===== src/rtl/melody_recorder.sv =====
// Melody recorder: records key presses into a small buffer and plays them back
// at a fixed note/gap cadence; passes the live key code through when not playing.
// Ports: sys_clk/sys_rst_n (async active-low), key_code (scanner code), rec/play
// (single-cycle pulses), note_out (to tone decoder), recording/playing/count/full status.
module melody_recorder #(
  parameter int          DEPTH      = 16,
  parameter int          NOTE_TICKS = 25_000_000,
  parameter int          GAP_TICKS  = 2_500_000,
  parameter logic [3:0]  IDLE_CODE  = 4'hF
) (
  input  logic                         sys_clk,
  input  logic                         sys_rst_n,
  input  logic [3:0]                   key_code,
  input  logic                         rec,
  input  logic                         play,
  output logic [3:0]                   note_out,
  output logic                         recording,
  output logic                         playing,
  output logic [$clog2(DEPTH+1)-1:0]   count,
  output logic                         full
);

  localparam int CW   = $clog2(DEPTH + 1);
  localparam int AW   = $clog2(DEPTH);
  localparam int TMAX = (NOTE_TICKS > GAP_TICKS) ? NOTE_TICKS : GAP_TICKS;
  // Guard against a zero-width timer when both tick counts are 1.
  localparam int TW   = (TMAX > 1) ? $clog2(TMAX) : 1;

  typedef enum logic [1:0] {
    S_IDLE,
    S_REC,
    S_NOTE,
    S_GAP
  } state_t;

  state_t          state_q, state_d;
  logic [3:0]      prev_key_q;
  logic [TW-1:0]   timer_q, timer_d;
  logic [AW-1:0]   rd_idx_q, rd_idx_d;
  logic [CW-1:0]   count_q, count_d;
  logic [3:0]      note_q, note_d;
  logic            full_q;
  logic            wr_en;
  logic            press;
  logic            last_note;
  logic [3:0]      mem_q [DEPTH];

  // A new press is any non-idle code that differs from last cycle's code,
  // so a direct note-to-note change registers as a fresh press.
  assign press     = (key_code != IDLE_CODE) && (key_code != prev_key_q);
  assign last_note = (CW'(rd_idx_q) == (count_q - CW'(1)));

  always_comb begin
    state_d  = state_q;
    timer_d  = timer_q;
    rd_idx_d = rd_idx_q;
    count_d  = count_q;
    note_d   = key_code;
    wr_en    = 1'b0;

    case (state_q)
      S_IDLE: begin
        if (rec) begin
          state_d = S_REC;
          count_d = '0;
        end else if (play && (count_q != '0)) begin
          state_d  = S_NOTE;
          rd_idx_d = '0;
          timer_d  = '0;
          note_d   = mem_q[0];
        end
      end

      S_REC: begin
        if (press && (count_q != CW'(DEPTH))) begin
          wr_en   = 1'b1;
          count_d = count_q + CW'(1);
        end
        // Filling the last slot ends recording in the same update.
        if (rec || (press && (count_q == CW'(DEPTH - 1)))) begin
          state_d = S_IDLE;
        end
      end

      S_NOTE: begin
        if (play) begin
          state_d = S_IDLE;
          timer_d = '0;
          note_d  = IDLE_CODE;
        end else if (timer_q == TW'(NOTE_TICKS - 1)) begin
          state_d = S_GAP;
          timer_d = '0;
          note_d  = IDLE_CODE;
        end else begin
          timer_d = timer_q + TW'(1);
          note_d  = mem_q[rd_idx_q];
        end
      end

      S_GAP: begin
        note_d = IDLE_CODE;
        if (play) begin
          state_d = S_IDLE;
          timer_d = '0;
        end else if (timer_q == TW'(GAP_TICKS - 1)) begin
          timer_d = '0;
          if (last_note) begin
            state_d = S_IDLE;
            note_d  = key_code;
          end else begin
            state_d  = S_NOTE;
            rd_idx_d = rd_idx_q + AW'(1);
            note_d   = mem_q[rd_idx_q + AW'(1)];
          end
        end else begin
          timer_d = timer_q + TW'(1);
        end
      end

      default: begin
        state_d = S_IDLE;
      end
    endcase
  end

  always_ff @(posedge sys_clk or negedge sys_rst_n) begin
    if (!sys_rst_n) begin
      state_q    <= S_IDLE;
      prev_key_q <= IDLE_CODE;
      timer_q    <= '0;
      rd_idx_q   <= '0;
      count_q    <= '0;
      note_q     <= IDLE_CODE;
      full_q     <= 1'b0;
    end else begin
      state_q    <= state_d;
      prev_key_q <= key_code;
      timer_q    <= timer_d;
      rd_idx_q   <= rd_idx_d;
      count_q    <= count_d;
      note_q     <= note_d;
      full_q     <= (count_d == CW'(DEPTH));
    end
  end

  // Buffer contents need no reset; count_q alone defines what is valid.
  always_ff @(posedge sys_clk) begin
    if (wr_en) begin
      mem_q[count_q[AW-1:0]] <= key_code;
    end
  end

  assign note_out  = note_q;
  assign recording = (state_q == S_REC);
  assign playing   = (state_q == S_NOTE) || (state_q == S_GAP);
  assign count     = count_q;
  assign full      = full_q;

endmodule


===== config.mk =====
export PLATFORM = sky130hd
export DESIGN_NAME = melody_recorder
export DESIGN_NICKNAME = d
export VERILOG_FILES = /design/src/rtl/melody_recorder.sv
export SDC_FILE = /design/constraint.sdc
export NUM_CORES = 1
export LEC_CHECK = 0
export BUFFER_PORTS_ARGS = -buffer_cell sky130_fd_sc_hd__buf_2
export CAP_MARGIN = 25
export CORE_UTILIZATION = 45
export DETAILED_ROUTE_END_ITERATION = 8
export PLACE_DENSITY = 0.6
export SYNTH_ARGS = -nofsm -noshare
export SYNTH_HDL_FRONTEND = slang
export SYNTH_SLANG_ARGS = --single-unit

===== constraint.sdc =====
create_clock -name sys_clk -period 3.15 [get_ports sys_clk]
set_clock_uncertainty 0.1 [all_clocks]
set_input_delay 0.315 -clock sys_clk [delete_from_list [all_inputs] [get_ports sys_clk]]
set_output_delay 0.315 -clock sys_clk [all_outputs]
set_load 0.005 [all_outputs]

* Yosys cells after proc, flatten, opt, wreduce, memory -nomap -nowiden *
Memory sizes are Yosys's and may differ from the RTL's.
Cells that the tools add are included.

word-level totals
  register bits after elaboration = 45
  latch bits = 0
  memory bits (writable) = 64
  memory bits (read-only) = 0
  bits of input ports = 8
  output and inout bits = 12
  logic and storage cells = 82
  memories kept = 1

memories
  name   words  width  read ports  clocked after memory_dff  wr ports  line  RTL
  mem_q  16     4      3           0                         1         46    logic [3:0] mem_q [DEPTH];

cells by class
  $add $sub $neg = 4
  multiply operators = 0
  div/mod/pow operators = 0
  magnitude comparators = 0
  equality and inequality tests = 20
  shift operators = 0
  mux-type cells = 37
  bitwise operators = 0
  reduce and logical (&&, ||, !) cells = 13

operators with widths
  operator               count
  $mux 25                6
  $pmux 25 s3            1
  $mux 4                 12
  $add 25x1->25 const B  1
  $eq 25x22->1 const B   1
  $eq 25x25->1 const B   1
  $mux 2                 8
  $pmux 4 s3             1
  $mux 5                 2
  $ne 2x2->1 const B     5
  $pmux 5 s2             1
  $ne 3x3->1 const B     3
  $pmux 2 s4             1
  $pmux 4 s2             1
  $reduce_and 6->1       1
  $add 5x1->5 const B    1
  $eq 4x5->1             1
  $eq 5x4->1 const B     1
  $eq 5x5->1 const B     1
  $ne 5x5->1 const B     1
  $reduce_bool 5->1      1
  $sub 5x1->5 const B    1
  $add 4x1->4 const B    1
  $eq 2x2->1 const B     2
  12 further kinds       19

* Longest topological paths before layout *
Gate-level depths: netlist of run 1.

  depth in word-level cells = 7
  mapped depth = 10
  gate-level depth less buffers = 9

* Worst setup path after synthesis of run 1 *
Ideal clock, no wire load.

  path kind = register -> register
  from = reg prev_key_q[1]
  to = mem mem_q[0][0], enable pin
  arrival time = 1855 ps
  path slack = 834 ps
  stages on the path, launching flop included = 7
  buffers on the path = 0
  clock period less this slack = 2316 ps
  cells stage by stage = dfstp_2 > xor2_1 > o41ai_4 > nand2b_1 > nor3_1 > nand2_1 > nor3_1

between the ends
  longest elaborated chain between the ends = 7

RTL lines
  element                       line  RTL
  start, declared               37    logic [3:0] prev_key_q;
  start signal, assigned        137   prev_key_q <= key_code;
  $ne 4x4->1                    50    assign press = (key_code != IDLE_CODE) && (key_code != prev_key_q);
  $logic_and 1x1->1             50
  $logic_and 1x1->1             75    if (press && (count_q != CW'(DEPTH))) begin
  $mux 1                        75
  $mux 1                        61    case (state_q)
  $mux 1                        148   if (wr_en) begin
  $mux 1 (not written as such)  149   mem_q[count_q[AW-1:0]] <= key_code;
  end, declared                 46

No other way between the ends.

* Worst setup path after layout of run 1 *
  from = in key_code[2]
  to = mem mem_q[3][3], enable pin

between the ends
  longest elaborated chain between the ends = 7
  elaborated cells on any way between the ends = 8
  classes of those cells = eq/ne (2); mux (4); reduce/logical (2)

RTL lines
  element                           line  RTL
  start, declared                   13    input logic [3:0] key_code,
  $ne 4x4->1                        50
  $logic_and 1x1->1 (*)             50
  $logic_and 1x1->1 (*)             75
  $mux 1 (*)                        75
  $mux 1 (*)                        61
  $mux 1 (*)                        148
  $mux 1 (not written as such) (*)  149

Mark *: on every way between the ends. The rest lies on a longest branch, timed or not.

==> results of run 1 <==
==> layout make-up <==
cell class | instances | share of cell area [%]
sequential | 109 | 45.47
timing repair buffer | 46 | 4.873
inverter | 10 | 0.5579
multi-input combinational | 374 | 41.51
clock inverter | 6 | 0.9857
clock buffer | 10 | 3.403
tap | 172 | 3.199
==> worst max-delay path, cell delays in order <==
cell           delay, ns
dlygate4sd3_1       0.54
buf_2               0.15
xor2_1              0.24
o41ai_4             0.14
nand2b_1            0.25
nor3_1              0.35
nand2_1             0.18
nor3_1              0.51
==> power breakdown <==
part	internal (mW)	switching (mW)	total, mW
clock network	0.560	0.558	1.12
registers	1.64	0.0513	1.69
logic	0.382	0.664	1.05
total	2.58	1.27	3.85
==> cells by family after synthesis <==
group,after synthesis,share of synthesized area [%]
AND/OR/NAND/NOR,191,16.84
XOR/XNOR,15,2.296
multiplexers,56,13.05
buffers and inverters,40,3.288
flip-flops,109,50.55
AO/OA/AOI/OAI,104,12.33
adder cells (fa/ha/maj),8,1.655
==> state kept, by name (all words and copies together), names as in the netlist <==
signal	count
mem_q	64
full	1
state_q	2
timer_q	25
note_out	4
count	5
rd_idx_q	4
prev_key_q	4
==> metal layers <==
metal	vias up	global-route usage, %	wire length (um)	part of all wire [%]
met5	-	0	0	0
met4	0	6.250	306	2.1
met3	27	4.506	970	6.8
met2	182	31.73	6336	44
met1	2206	31.80	6711	47
li1	2052	-	-	-
==> layout by cell type, fill, tap and decap left out, types with 6 or more instances in the layout <==
cell type	count
edfxtp_1	64
nand2_1	55
dfrtp_1	36
mux2i_1	35
nor2_1	31
buf_4	23
nor3_1	22
nand3_1	20
o21ai_0	19
buf_2	19
mux4_2	18
o21ai_1	17
nand4_1	12
a211oi_1	10
a21o_1	10
a22oi_1	10
inv_1	9
clkbuf_16	9
xor2_1	8
ha_1	8
dfstp_2	8
a22o_1	7
nor2b_1	7
and3_1	7
a21oi_1	7
xnor2_1	6
==> metrics by stage <==
step | hold WS, ns | utilization [%] | std cells
global route | 0.02302 | 52.25 | 727
detailed placement | 0.2250 | 49.80 | 709
CTS | 0.02185 | 52.25 | 727
finish | 0.03251 | 52.25 | 727
floorplan | -0.08059 | - | 523
global placement | 0.3621 | 49.65 | 708
==> worst max-delay path by stage <==
stage | from | to | slack [ns] | cells after the start
floorplan | prev_key_q[1] | mem_q[0][0] | 0.83 | 6
global placement | prev_key_q[0] | mem_q[2][0] | 0.54 | 6
detailed placement | prev_key_q[0] | mem_q[2][0] | 0.47 | 6
CTS | key_code[2] | mem_q[2][0] | 0.42 | 8
global route | key_code[2] | mem_q[3][3] | 0.19 | 8
finish | key_code[2] | mem_q[3][3] | 0.37 | 8
==> metrics.md, run 1 <==
| Metric | Value |
|---|---|
| Post-synth top cells | edfxtp_1, nand2_1, dfrtp_1 |
| Sequential cell area | between 3000 and 4000 sq um |
| Share of cells above drive strength 1 | 18.56% |
| CTS root buf | clkbuf_16 |
| Total track usage | between 20% and 30% |
| Clk pin slew, worst setup/hold paths | around 0.070 ns |
| CTS tree | built |
| Setup-violating endpoint count in the final report | 0 |
| CP arrival | between 2 and 3 ns |
| Tcrit/Tclk final | 88.16% |
| Yosys reg bits | about 110 |
| Power density over the cells | between 500 and 600 nW/um^2 |
| Die area | between 10000 and 15000 sq um |
| Fin. Hold Viols | 0 |
| Mean post-synth cell area | 11.57 sq um |
| Placer Congestion | about 0.90 |
| CP Data Required Time | 3.04 ns |
| Final wirelength | 14330 um |
| Async S/R FF share, synth | between 40% and 50% |
| Number of global-route vias before repair | roughly 4.2k |
| Site Rows | 41 |
| Count leader, synth | edfxtp_1 |
| Post-route ant nets | 0 |
| Fmax | ~360 MHz |
| Post-CTS Hold Buffers | 2 |
| DIE HEIGHT | about 120 um |
| Die width | 117.9 um |
| Nets | between 500 and 600 |
| Post-synth EDFFs | 64 |
| Sequential fraction of the synthesis area | between 50% and 60% |
| Critical-path maximum fanout | 7 |
| VDD IR max | 0.3979 mV |
| Worst hold-check path type | input port to flip-flop |
| Fin Setup TNS | 0 ns |
| Total power | between 3 and 4 mW |
| Synth warn | 0 |
| Max-slew violations | 0 |
| Status | finished clean |
| H-tree depth | 3 |
| Finished Cell Area | 6728 sq um |
| RSZ-0062 raised after global routing | false |
| Largest net degree at the start of global routing | approximately 50 |
| P&R area growth vs syn | 11.21% |
| Hold-critical path depth | 1 |
| DRC | 0 |
| Top cells by area, synth | edfxtp_1, dfrtp_1, mux4_2, mux2i_1, dfstp_2 |
| Tightest Pin Transition | approximately 0.74 ns |
| Worst Setup Start Kind | input port |
| R2R Setup Slk | ~0.43 ns |
| Core ar. | between 10000 and 15000 sq um |
| Crit. End Element | flip-flop |
| # diodes | 0 |
| Mapped Nets | 539 |
| CTS Buf Count | 9 |
| Synth top area share | approximately a third |
| Initial DRC Count | about 440 |
| Max-cap violation count | 0 |
| Worst r2r dst | mem_q[3][3] |
| Pre-antenna DRT Iters | 5 |
| Slew HR | between 50% and 60% |
| Post-Synthesis Cell Area | 6050 sq um |
| Post-DR wirelength/cell | roughly 20 um |
| Hold wc startpoint | key_code[1] |
| Crit Path Class | input port to flip-flop |
| Library cells used by synthesis | 64 |
| Vias | 4467 |
| Initial antenna violation count | 0 |
| Syn Inst Count | between 500 and 600 |
| R2R cell count | 6 |
| Multi-input logic area | between 2000 and 3000 sq um |
| Clock Path Buffers | 2 |
| Post-CTS Resized | 0 |
| Yosys top cell by area | edfxtp_1 |
| Initial Util | between 40% and 50% |
| First-pass GRT wire length | 23080 um |
| Number of fill cells in the layout | 1118 |
| Worst slack, placed | around 0.47 ns |
| Minimum clock period | 2.777 ns |
| # clock sinks | roughly 110 |
| Hold Crit Endpoint | prev_key_q[1] |
| GRT overflow | 0 |
| Setup Fix Bufs, Post-CTS | 0 |
| Leak Pwr | 2.406 nW |
| PortBufs | 19 |
| Final WS setup | roughly 0.37 ns |
| Ys flop type | edfxtp_1 |
| DPL Wire Length | 10380 um |
| Avg Vias per Cell | around 6.1 |
| Placed standard-cell area | around 6400 sq um |
| Reg2reg start | prev_key_q[0] |
| I/O pin count | 20 |
| Clk Latency, worst-skew pair | roughly 0.35 ns |
No activity file was read; power rests on OpenSTA's default activity.
==> run 2, diff against run 1 <==
Settings changed: CELL_PAD_IN_SITES_DETAIL_PLACEMENT set to 0, CELL_PAD_IN_SITES_GLOBAL_PLACEMENT set to 1, CORE_UTILIZATION 45 to 30, PLACE_DENSITY 0.6 to 0.51.
==> run 2 against run 1 <==
Compared with the run above: count of clock-buffer cells in the layout decreased by 1; worst setup slack improved by 0.077 ns; sequential share of layout area decreased by 1.2 points; final area increased by 2.7%.
==> metrics.md, run 2 (synthesis gave the netlist of run 1 again) <==
| Metric | Value |
|---|---|
| Slew HR | 54.12% (+4.1 points) |
| Pre-antenna DRT Iters | 5 (unchanged) |
| I/O pin count | 20 (unchanged) |
| DIE HEIGHT | 144.0 um (+22%) |
| CP arrival | 2.89 ns (+0.22 ns) |
| Fin Setup TNS | 0 ns (unchanged) |
| Worst r2r dst | note_out[1] |
| DRC | 0 (unchanged) |
| Avg Vias per Cell | 5.226 (-15%) |
| CTS Buf Count | 9 (unchanged) |
| PortBufs | 19 (unchanged) |
| Clock Path Buffers | 2 (unchanged) |
| Max-cap violation count | 0 (unchanged) |
| Most frequent cells in the layout | edfxtp_1, nand2_1, dfrtp_1 |
| Fmax | 370.4 MHz (+2.9%) |
| Clk pin slew, worst setup/hold paths | 0.08 ns (about the same) |
| Max-slew violations | 0 (unchanged) |
| P&R area growth vs syn | 14.17% |
| Reg2reg start | rd_idx_q[0] |
| Number of global-route vias before repair | 4409 (+5.4%) |
| H-tree depth | 3 (unchanged) |
| Placer Congestion | 0.8114 (-10%) |
| Tcrit/Tclk final | 85.71% (-2.5 points) |
| Critical-path maximum fanout | 33 (+26) |
| Nets | 575 (+1.6%) |
| GRT overflow | 0 (unchanged) |
| R2R cell count | 7 (+1) |
| Crit. End Element | flip-flop |
| Minimum clock period | 2.700 ns (-0.07743 ns) |
| Vias | 4332 (-3.0%) |
| Post-CTS Resized | 0 (unchanged) |
| Hold Crit Endpoint | prev_key_q[0] |
| Hold wc startpoint | key_code[0] |
| Leak Pwr | 2.461 nW (+2.3%) |
| DPL Wire Length | 11830 um (+14%) |
| CTS root buf | clkbuf_16 |
| Hold-critical path depth | 1 (unchanged) |
| Tightest Pin Transition | 0.6882 ns (-0.05381 ns) |
| Dpl cells | 812 (+15%) |
| Commonest non-fill, non-tap cell in the layout | edfxtp_1 |
| Total track usage | 17.27% (-4.3 points) |
| Core ar. | 19590 sq um (+52%) |
| Site Rows | 51 (+24%) |
| Layout Utilization | 35.26% (-17 points) |
| Clk Latency, worst-skew pair | 0.36 ns (about the same) |
| CP Data Required Time | 3.34 ns (+0.30 ns) |
| Power density over the cells | 566.8 nW/um^2 (-1.1%) |
| VDD IR max | 0.2557 mV (-36%) |
| Worst Setup Start Kind | flip-flop |
| # diodes | 0 (unchanged) |
| Largest net degree at the start of global routing | 34 (-33%) |
| Final wirelength | 16470 um (+15%) |
| # clock sinks | 109 (unchanged) |
| Crit Path Class | flip-flop to flip-flop |
| Number of fill cells in the layout | 1960 (+75%) |
| Post-DR wirelength/cell | 19.87 um (+0.83%) |
| Fin. Hold Viols | 0 (unchanged) |
| Setup-violating endpoint count in the final report | 0 (unchanged) |
| Worst hold-check path type | input port to flip-flop |
| R2R Setup Slk | 0.45 ns (+0.02 ns) |
| Share of cells above drive strength 1 | 20.21% (+1.7 points) |
| Post-route ant nets | 0 (unchanged) |
| Fin cells | 829 (+14%) |
| Initial DRC Count | 312 (-29%) |
| CTS tree | built |
| Die area | 20740 sq um (+49%) |
| Largest register FFs | 64 (unchanged) |
| Initial Util | 30.88% (-16 points) |
| Status | finished clean |
| First-pass GRT wire length | 26140 um (+13%) |
| RSZ-0062 raised after global routing | false |
| Initial antenna violation count | 1 (+1) |
| Setup Fix Bufs, Post-CTS | 0 (unchanged) |
| Die width | 144.0 um (+22%) |
## run 2: worst max path at each step
stage / cells past startpoint / from / slack [ns] / end
2_1_floorplan: 6 / prev_key_q[1] / 0.83 / mem_q[0][0]
6_report: 7 / rd_idx_q[0] / 0.45 / note_out[1]
5_1_grt: 8 / count[0] / 0.19 / mem_q[3][3]
4_1_cts: 8 / count[0] / 0.41 / note_out[2]
3_3_place_gp: 8 / count[0] / 0.42 / note_out[1]
3_5_place_dp: 8 / count[0] / 0.43 / note_out[2]
## run 2: critical path, stage by stage (launching register included)
cell and delay (ns):
dfrtp_2 0.37, buf_4 0.47, buf_4 0.39, mux4_2 0.54, mux2i_1 0.23, a211oi_1 0.11
o21a_1 0.20, a211o_1 0.22
## run 2: cell type report
class | count | area, sq um | area share, %
clock buffer | 9 | 225.2 | 3.261
inverter | 10 | 37.54 | 0.5435
multi-input combinational | 374 | 2793 | 40.43
tap | 265 | 331.6 | 4.801
clock inverter | 7 | 80.08 | 1.159
timing repair buffer | 55 | 380.4 | 5.507
sequential | 109 | 3059 | 44.29
## run 2: timing repair
action                     in CTS  in global routing
hold endpoints to repair       14                  0
setup endpoints to repair       0                  0
hold buffers                    1                  0
## run 2: metrics by stage
stage	total power, mW	instance area, sq um	worst slack (ns)	hold WS (ns)
2_1_floorplan	2.394	6050	0.8341	-0.08059
3_3_place_gp	2.754	6571	0.4162	0.3965
3_5_place_dp	2.759	6591	0.4262	0.2112
4_1_cts	3.968	6907	0.4119	0.09187
5_1_grt	4.130	6907	0.1923	0.1077
6_report	3.915	6907	0.4503	0.09598
## run 2: per-layer routing
metal | part of all wire, % | vias to the layer above | global-route usage [%]
li1 | - | 2068 | -
met1 | 48 | 2169 | 23.21
met2 | 47 | 74 | 27.56
met3 | 3.4 | 19 | 3.411
met4 | 2.0 | 2 | 6.103
met5 | 0.079 | - | 0
## run 2: power breakdown
group | internal (mW) | total [mW] | switching (mW)
logic | 0.364 | 0.966 | 0.602
registers | 1.64 | 1.75 | 0.110
clock network | 0.629 | 1.20 | 0.570
total | 2.63 | 3.91 | 1.28
==> run 3, diff against run 2 <==
Settings changed: ABC_AREA set to 1, PLACE_DENSITY 0.51 to 0.54.
Clock period 3.15 ns to 2.55 ns, I/O delays scaled along.
==> run 3 against run 2 <==
Compared with the run above: first-iteration DRC count is 47% higher; largest cell class unchanged; sequential cell count stayed put; synthesized area is 7.4% higher; cell count grew 35%; power is 74% higher; core utilization down 0.60 points; worst setup slack got worse by 0.24 ns; sequential share of layout area fell by 2.6 points; non-clock buffer count shrank 8; final area is 6.1% higher.
==> metrics.md, run 3 <==
| Metric | Value |
|---|---|
| GRT overflow | 0 (unchanged) |
| Max-cap violation count | 0 (unchanged) |
| Clk pin slew, worst setup/hold paths | 0.09 ns (about the same) |
| Total track usage | 19.93% (+2.7 points) |
| Met1 WL | 10810 um (+37%) |
| Commonest non-fill, non-tap cell in the layout | nand2_1 |
| Initial DRC Count | 459 (+47%) |
| Die width | 149.1 um (+3.6%) |
| Hold Crit Endpoint | note_out[3] |
| Vias | 5595 (+29%) |
| Site Rows | 53 (+3.9%) |
| Avg Vias per Cell | 5.004 (-4.2%) |
| Sequential fraction of the synthesis area | 47.08% (-3.5 points) |
| Crit. End Element | flip-flop |
| Fmax | 427.1 MHz (+15%) |
| Layout Utilization | 34.65% (-0.60 points) |
| Minimum clock period | 2.342 ns (-0.3582 ns) |
| Clock Path Buffers | 2 (unchanged) |
| Critical-path maximum fanout | 6 (-82%) |
| Power density over the cells | 931.3 nW/um^2 (+64%) |
| Post-DR wirelength/cell | 18.99 um (-4.4%) |
| H-tree depth | 3 (unchanged) |
| Mapped Nets | 827 (+53%) |
| Hold wc startpoint | key_code[3] |
| I/O pin count | 20 (unchanged) |
| Ys flop type | edfxtp_1 |
| DRC | 0 (unchanged) |
| Worst r2r dst | mem_q[4][0] |
| Crit Path Class | flip-flop to flip-flop |
| Placer Congestion | 0.8978 (+11%) |
| Setup-violating endpoint count in the final report | 0 (unchanged) |
| Die area | 22240 sq um (+7.3%) |
| Synth top area share | 29.59% (-2.2 points) |
| Status | finished clean |
| Initial antenna violation count | 0 (-1) |
| Fin. Hold Viols | 0 (unchanged) |
| Leak Pwr | 2.982 nW (+21%) |
| # diodes | 0 (unchanged) |
| DR WL met2 | 9373 um (+22%) |
| Post-synth EDFFs | 64 (unchanged) |
| Dpl cells | 1097 (+35%) |
| Worst hold-check path type | input port to flip-flop |
| Synth warn | 0 (unchanged) |
| Tightest Pin Transition | 0.7003 ns (+0.01217 ns) |
| Top cells by area, synth | edfxtp_1, dfrtp_1, nand2_1, nand3_1, inv_1 |
| Clk Latency, worst-skew pair | 0.37 ns (about the same) |
| CP Data Required Time | 2.46 ns (-0.88 ns) |
| Pre-antenna DRT Iters | 4 (-1) |
| Worst Setup Start Kind | flip-flop |
| CTS tree | built |
| P&R area growth vs syn | 12.87% |
| Max layer used | met4 |
| RSZ-0062 raised after global routing | false |
| R2R Setup Slk | 0.21 ns (-0.24 ns) |
| Tcrit/Tclk final | 91.82% (+6.1 points) |
| Count leader, synth | nand2_1 |
| Fin Setup TNS | 0 ns (unchanged) |
| Share of cells above drive strength 1 | 12.81% (-7.4 points) |
| DIE HEIGHT | 149.1 um (+3.6%) |
| DPL Wire Length | 15800 um (+34%) |
| VDD IR max | 0.4150 mV (+62%) |
| Post-Synthesis Cell Area | 6495 sq um (+7.4%) |
| Largest net degree at the start of global routing | 84 (+150%) |
| Syn Inst Count | 811 (+55%) |
| Async S/R FF share, synth | 41.28% (unchanged) |
| Yosys top cell by area | edfxtp_1 |
| Core ar. | 21150 sq um (+8.0%) |
| Initial Util | 30.70% (-0.18 points) |
| Post-route ant nets | 0 (unchanged) |
| Post-synth top cells | nand2_1, inv_1, nand3_1 |
| Final wirelength | 21230 um (+29%) |
| Hold-critical path depth | 3 (+2) |
| Largest register FFs | 64 (unchanged) |
| Nets | 854 (+49%) |
| Yosys reg bits | 109 (unchanged) |
| First-pass GRT wire length | 32640 um (+25%) |
| Mean post-synth cell area | 8.009 sq um (-31%) |
| R2R cell count | 7 (unchanged) |
| # clock sinks | 109 (unchanged) |
| CTS root buf | clkbuf_16 |
| CTS Buf Count | 9 (unchanged) |
| Fin cells | 1118 (+35%) |
| CP arrival | 2.25 ns (-0.64 ns) |
| Reg2reg start | count[1] |
| Library cells used by synthesis | 40 (-38%) |
| WL met3 | 767 um (+38%) |
| Most frequent cells in the layout | nand2_1, inv_1, nand3_1 |
| PortBufs | 19 (unchanged) |
| Number of global-route vias before repair | 5360 (+22%) |
| Slew HR | 53.31% (-0.81 points) |
| Max-slew violations | 0 (unchanged) |
-- run 3: cell count changes after synthesis, moves of 34 or more --
cell,change
a21oi_1,+34
inv_1,+90
mux2i_1,-35
nand2_1,+124
nand3_1,+72
nor2_1,+46
-- run 3: worst max path at each step --
| stage | start | cells past startpoint | to |
|---|---|---|---|
| 2_1_floorplan | count[0] | 7 | mem_q[0][0] |
| 3_3_place_gp | key_code[2] | 10 | mem_q[3][0] |
| 3_5_place_dp | count[1] | 7 | mem_q[3][0] |
| 4_1_cts | count[1] | 7 | mem_q[3][3] |
| 5_1_grt | count[1] | 7 | mem_q[4][2] |
| 6_report | count[1] | 7 | mem_q[4][0] |
-- run 3: repair_timing --
| action | in CTS | in global routing |
|---|---|---|
| resized for setup | 0 | 2 |
| setup endpoints to repair | 0 | 4 |
| setup buffers | 0 | 0 |
| hold buffers | 5 | 0 |
| hold endpoints to repair | 41 | 0 |
-- run 3: worst max-delay path, cell delays in order, from the launching register on --
cell and delay [ns]:
dfrtp_1 0.42, inv_1 0.13, ha_1 0.24, nand3_1 0.15, nand4_1 0.16, inv_1 0.16
nand2_1 0.13, nor2_1 0.47
-- run 3: layer usage --
metal | up-vias | global-route usage [%]
li1 | 2768 | -
met1 | 2692 | 29.97
met2 | 120 | 29.65
met3 | 15 | 2.477
met4 | 0 | 5.765
met5 | - | 0
-- run 3: cell families (layout without fill, tap and decap cells) --
| logic type | count (synthesis) | after routing | synth area share, % |
|---|---|---|---|
| buffers and inverters | 138 | 170 | 8.977 |
| adder cells (fa/ha/maj) | 8 | 8 | 1.541 |
| AND/OR/NAND/NOR | 396 | 396 | 27.37 |
| flip-flops | 109 | 109 | 47.08 |
| XOR/XNOR | 16 | 16 | 2.273 |
| AO/OA/AOI/OAI | 144 | 144 | 12.75 |
-- run 3: final cells by class --
class	instances	area [sq um]
inverters	107	404.1
fillers	2197	13820
clock buffers	9	225.2
well taps	275	344.1
clock inverters	7	96.34
flip-flops and latches	109	3059
multi-input cells	564	2859
repair buffers	47	342.8
-- run 3: where the power goes --
group | leakage, nW | internal (mW) | switching (mW)
clock | 0.156 | 0.726 | 0.808
combinational | 1.66 | 0.970 | 2.01
sequential | 1.17 | 2.06 | 0.244
total | 2.98 | 3.76 | 3.07
-- run 3: stage by stage --
step | power, mW | hold slack [ns] | instance area (sq um) | setup WS [ns]
after floorplan | 4.275 | -0.1406 | 6495 | 0.5986
after CTS | 6.864 | 0.1454 | 7326 | 0.1209
final | 6.827 | 0.1495 | 7331 | 0.2085
after global placement | 5.337 | 0.3036 | 6954 | 0.1805
after detailed placement | 5.303 | 0.3026 | 6954 | 0.1502
after global routing | 7.260 | 0.1673 | 7331 | 0.007813
